$ cat src/rtl/sp_feature_collector.sv
// sp_feature_collector: walks every (channel, SP index) pair, pulses the SP
// extractor once per element, collects each returned value into a packed
// feature array and presents the full array with a one-cycle feat_valid.
// A per-element timeout stores 0 and flags err if the extractor never answers.
//
// Ports:
//   clk, rst     sole clock (rising edge), asynchronous active-high reset
//   start        run request, sampled only while idle
//   busy         high whenever a run is in progress
//   sp_en        one-cycle extractor enable per element
//   sp_c, sp_spi current channel / SP index presented to the extractor
//   sp_done      extractor result strobe; sp_spv is its value
//   feat         collected features, feat[c][spi]
//   feat_valid   one-cycle pulse, feat is complete
//   err          sticky, an element timed out during this run
module sp_feature_collector #(
  parameter int unsigned NUM_CHS = 17,
  parameter int unsigned NUM_SPI = 6,
  parameter int unsigned NUM_SPV = 64,
  parameter int unsigned TIMEOUT = 16,
  localparam int unsigned SPV_W = $clog2(NUM_SPV),
  localparam int unsigned C_W   = $clog2(NUM_CHS),
  localparam int unsigned SPI_W = $clog2(NUM_SPI)
) (
  input  logic                                         clk,
  input  logic                                         rst,
  input  logic                                         start,
  output logic                                         busy,
  output logic                                         sp_en,
  output logic [C_W-1:0]                               sp_c,
  output logic [SPI_W-1:0]                             sp_spi,
  input  logic                                         sp_done,
  input  logic [SPV_W-1:0]                             sp_spv,
  output logic [NUM_CHS-1:0][NUM_SPI-1:0][SPV_W-1:0]   feat,
  output logic                                         feat_valid,
  output logic                                         err
);

  localparam int unsigned TM_W = (TIMEOUT > 2) ? $clog2(TIMEOUT) : 1;

  typedef enum logic [1:0] {
    IDLE  = 2'd0,
    ISSUE = 2'd1,
    WAIT  = 2'd2,
    DONE  = 2'd3
  } state_t;

  state_t            state;
  state_t            state_next;
  logic [TM_W-1:0]   timer;
  logic [TM_W-1:0]   timer_next;
  logic [C_W-1:0]    c_next;
  logic [SPI_W-1:0]  spi_next;
  logic              err_next;
  logic              wr_en;
  logic [SPV_W-1:0]  wr_val;
  logic              advance;
  logic              last_elem;

  assign last_elem = (sp_c == C_W'(NUM_CHS - 1)) && (sp_spi == SPI_W'(NUM_SPI - 1));

  // State register
  always_ff @(posedge clk or posedge rst) begin
    if (rst) state <= IDLE;
    else     state <= state_next;
  end

  // Next-state, index walk, timeout and capture decode
  always_comb begin
    state_next = state;
    timer_next = timer;
    c_next     = sp_c;
    spi_next   = sp_spi;
    err_next   = err;
    wr_en      = 1'b0;
    wr_val     = '0;
    advance    = 1'b0;

    case (state)
      IDLE: begin
        if (start) begin
          err_next   = 1'b0;
          c_next     = '0;
          spi_next   = '0;
          state_next = ISSUE;
        end
      end
      ISSUE: begin
        timer_next = '0;
        state_next = WAIT;
      end
      WAIT: begin
        // A result arriving on the final timeout cycle still wins.
        if (sp_done) begin
          wr_en   = 1'b1;
          wr_val  = sp_spv;
          advance = 1'b1;
        end else if (timer == TM_W'(TIMEOUT - 1)) begin
          wr_en    = 1'b1;
          err_next = 1'b1;
          advance  = 1'b1;
        end else begin
          timer_next = timer + TM_W'(1);
        end
        if (advance) begin
          if (last_elem) begin
            state_next = DONE;
          end else begin
            state_next = ISSUE;
            if (sp_spi == SPI_W'(NUM_SPI - 1)) begin
              spi_next = '0;
              c_next   = sp_c + C_W'(1);
            end else begin
              spi_next = sp_spi + SPI_W'(1);
            end
          end
        end
      end
      DONE: begin
        c_next     = '0;
        spi_next   = '0;
        state_next = IDLE;
      end
      default: state_next = IDLE;
    endcase
  end

  // Control and status registers; strobes decode from the upcoming state
  always_ff @(posedge clk or posedge rst) begin
    if (rst) begin
      busy       <= 1'b0;
      sp_en      <= 1'b0;
      feat_valid <= 1'b0;
      err        <= 1'b0;
      sp_c       <= '0;
      sp_spi     <= '0;
      timer      <= '0;
    end else begin
      busy       <= (state_next != IDLE);
      sp_en      <= (state_next == ISSUE);
      feat_valid <= (state_next == DONE);
      err        <= err_next;
      sp_c       <= c_next;
      sp_spi     <= spi_next;
      timer      <= timer_next;
    end
  end

  // Feature array; only WAIT captures write it
  always_ff @(posedge clk or posedge rst) begin
    if (rst)        feat               <= '0;
    else if (wr_en) feat[sp_c][sp_spi] <= wr_val;
  end

endmodule

$ cat config.mk
export PLATFORM = sky130hd
export DESIGN_NAME = sp_feature_collector
export DESIGN_NICKNAME = d
export VERILOG_FILES = /design/src/rtl/sp_feature_collector.sv
export SDC_FILE = /design/constraint.sdc
export NUM_CORES = 1
export LEC_CHECK = 0
export CORE_AREA = 3 3 248 250
export CTS_CLUSTER_SIZE = 25
export DETAILED_ROUTE_END_ITERATION = 10
export DIE_AREA = 0 0 251 253
export PLACE_DENSITY_LB_ADDON = 0.2
export SLEW_MARGIN = 20
export SYNTH_ARGS = -nofsm -noshare
export SYNTH_HDL_FRONTEND = slang
export SYNTH_SLANG_ARGS = --single-unit
export TNS_END_PERCENT = 20
$ cat constraint.sdc
create_clock -name clk -period 19.95 [get_ports clk]
set_input_delay 1.995 -clock clk [delete_from_list [all_inputs] [get_ports clk]]
set_output_delay 1.995 -clock clk [all_outputs]
set_load 0.01 [all_outputs]
==> run summary <==
In this run the top signal layer used is met4. The via density per instance is 5.19. The run finished with clean final reports. The global route total overflow came out at 0. The worst stage delay on the critical path is 0.75 ns. TritonCTS built the clock tree. The library cell used as clock root buffer is sky130_fd_sc_hd__clkbuf_16. Setup repair after global routing left no endpoint under its margin. After the last flow step, the layout net total stands at 2223. The number of global-route vias before repair is 16600.

The worst voltage drop across the vdd grid is 66.6 uV. The actual transition at the worst max-transition pin came out at 1.07 ns. The number of storage elements in the synthesis netlist came out at 630. The TritonCTS sink count came out at 630.

The count of H-tree levels built during CTS is 3. The number of nets with antenna violations after detailed routing came out at 0. The pin count of the biggest net entering global routing is 169.

The worst min-delay path category is flip-flop to flip-flop. The worst-case clock skew came out at 0.0264 ns. The vertical die dimension came out at 253 um. The share of async-settable or async-resettable flops after synthesis is 1.00. In this run, synthesis inferred 0 flip-flops with an integrated enable.

The number of remaining DRC errors is 0. Of the total power, the share spent switching nets is 0.242. The worst-case clock buffer depth came out at 3.

Internal power comes to 2.04 mW. The floorplan step defined a die boundary enclosing 63500 sq um. The post-synthesis net count came out at 1590. The relative contribution of combinational cells to total power is 0.070. The width of the die came out at 251 um. The fraction of layout instances using a drive strength above 1 is 0.341. In this run, CTS created clock tree buffers numbering 67.

For the worst setup path, the data arrival time is 5.01 ns. The number of placement rows came out at 89. Detailed routing placed a total of 5.90 mm of wire on met3. The clock transition at the register clock pins on the worst setup and hold paths after CTS came out at 0.06 ns.

The pre-antenna-repair detailed-routing pass consisted of 5 iterations. The largest fanout of any net on the critical path came out at 19. The setup TNS came out at 0 ns. The max-cap check violation count is 0. The cell area that synthesis handed to floorplanning was 24500 sq um.

In this run the static leakage power is 16.0 nW. The highest clock frequency the design can meet came out at 220 MHz. The overall global routing resource usage is 0.241. The antenna cell count is 0.

The final critical-path required period is 4.54 ns. The nature of the critical path startpoint is an input pin. The number of gates resized after cts came out at 0. STA classifies the critical path endpoint as a flip-flop.

The initial antenna violation count is 0. The sequential element share of the synthesized area is 0.643. The per-cell routed wire length is 25.7 um. The final RePlAce weighted congestion came out at 0.795. The fraction of power consumed by sequential logic came out at 0.488. The per-instance average area after synthesis is 15.6 sq um. Among all stages on the critical path, the largest delay is contributed by sky130_fd_sc_hd__clkdlybuf4s50_1. For this run, the number of Yosys warnings is 0.

The kind of critical path is input pin to flip-flop. The initial DRC count came out at 686. The met1 routed wirelength after detailed routing came out at 31.0 mm. The power density normalized to cell area is 79.8 nW/um^2.

The initial core utilization came out at 0.414. The via count came out at 15700. Of the total power, the clock network draws 0.443. The number of endpoints failing setup at the final stage is 0. The share of the clock period used by the worst path after layout came out at 0.228.

The critical path required time came out at 20.42 ns. The synthesized instance count came out at 1575. The end-of-flow core utilization came out at 0.570.

The count of input and output buffers is 633. The core area came out at 59200 sq um. Yosys mapped the design onto 48 distinct sky130hd cell types. The clock reaches the later pin of the worst-skew pair after 0.59 ns. The number of ports placed on the die boundary is 634.

Compared with the post-synthesis result, the final layout area differs by 37.7%. The post-CTS repair timing setup buffer count came out at 0. The total length of routed met2 wires is 39.0 mm. The net switching power is 651 uW. In this run, post-CTS hold repair placed 0 buffers. The library cell used most frequently in the layout, excluding fill and tap cells, is sky130_fd_sc_hd__clkdlybuf4s50_1. The max-slew headroom at the worst pin is 0.283.

The half-perimeter wire length after detailed placement is 53.9 mm. In the synthesized netlist the dominant register cell turns out to be sky130_fd_sc_hd__dfrtp_1. The first global-routing pass estimated 114 mm of wire. The number of pins with negative max-slew slack in the final report came to 0. After detailed routing, the total wire length is 77.9 mm.

In the layout the commonest cells are 633 x sky130_fd_sc_hd__clkdlybuf4s50_1, 630 x sky130_fd_sc_hd__dfrtp_1, 607 x sky130_fd_sc_hd__mux2_2. The number of endpoints with negative hold slack in the final report was 0. The signal on the critical path passes through clkdlybuf4s50_1, a31o_2, nand3_2, nor2_1, mux2_2.
-- Yosys cell counts (all sizes together) (2+ instances only) --
cell | number | share of area
nor2 | 58 | 0.014
o21ai | 7 | 0.0014
inv | 6 | 0.00092
nand3 | 12 | 0.0027
buf | 15 | 0.0038
nand2b | 10 | 0.0025
a31oi | 2 | 0.00076
mux2i | 2 | 0.00082
nand2 | 80 | 0.016
nor4 | 5 | 0.0020
dfrtp | 630 | 0.64
mux2 | 613 | 0.28
nor2b | 12 | 0.0031
nor3 | 10 | 0.0029
nand4 | 3 | 0.0010
o31ai | 2 | 0.00061
ha | 5 | 0.0025
clkbuf | 69 | 0.011
and3 | 9 | 0.0023
nand3b | 3 | 0.00092
a21oi | 6 | 0.0012
-- metal layers --
layer  global-route usage  up-vias
met5                    0        -
met4               0.0656        0
met3               0.0809       97
met2                0.414      520
met1                0.292     8270
li1                     -     6822
-- worst paths after layout --
kind | start | to | slack (ns) | cells after the start
max in group asynchronous | rst | feat[321] | 15.78 | 4
min reg2reg | feat[149] | feat[149] | 0.49 | 1
max reg2reg | state[1] | feat[103] | 16.18 | 4
min | feat[149] | feat[149] | 0.49 | 1
max | sp_done | feat[103] | 15.41 | 5
min in group asynchronous | rst | feat[562] | 1.91 | 2
-- worst max-delay path, delay by kind of cell --
family | cells | cell delay [ns]
muxes | 1 | 0.40
AOI/OAI and AO/OA | 1 | 0.36
buffers and inverters | 1 | 0.75
and+or+nand+nor | 2 | 1.48
-- power by group through the flow --
stage | clock network (mW) | registers (mW) | logic, mW
floorplan | 0 | 1.33 | 0.102
global placement | 0 | 1.33 | 0.191
global route | 1.27 | 1.31 | 0.202
detailed placement | 0 | 1.34 | 0.193
CTS | 1.22 | 1.31 | 0.193
finish | 1.19 | 1.31 | 0.188
-- state kept, by name, summed over array words and instances (netlist names) --
register,flops
busy,1
timer,4
sp_c,5
sp_spi,3
feat_valid,1
sp_en,1
feat,612
err,1
state,2
-- kinds of logic (layout without fill, tap and decap cells) --
kind of cell | after synthesis | count (layout) | synth area share
and+or+nand+nor | 207 | 207 | 0.0498
buffers and inverters | 90 | 771 | 0.0153
muxes | 615 | 615 | 0.282
DFF | 630 | 630 | 0.643
adders and majority gates | 5 | 5 | 0.00255
AOI/OAI and AO/OA | 28 | 28 | 0.00765
-- cell type report --
| cell class | instances | area [sq um] |
|---|---|---|
| fill | 4811 | 25500 |
| timing repair buffer | 648 | 6470 |
| inverter | 6 | 30.0 |
| sequential | 630 | 15800 |
| tap | 773 | 967 |
| multi-input combinational | 855 | 8450 |
| clock inverter | 10 | 87.6 |
| clock buffer | 107 | 2000 |
-- per-stage QoR --
| step | total power, mW | worst slack (ns) | hold WS [ns] | instance area, sq um | instances |
|---|---|---|---|---|---|
| 2_1_floorplan | 1.44 | 0.310 | 0.498 | 24500 | 1575 |
| 3_3_place_gp | 1.53 | 14.65 | 0.474 | 31700 | 2912 |
| 3_5_place_dp | 1.53 | 14.85 | 0.484 | 31700 | 2912 |
| 4_1_cts | 2.73 | 15.48 | 0.496 | 33800 | 3029 |
| 5_1_grt | 2.79 | 15.27 | 0.509 | 33800 | 3029 |
| 6_report | 2.69 | 15.41 | 0.493 | 33800 | 3029 |
Power figures use the tool's default switching activity.
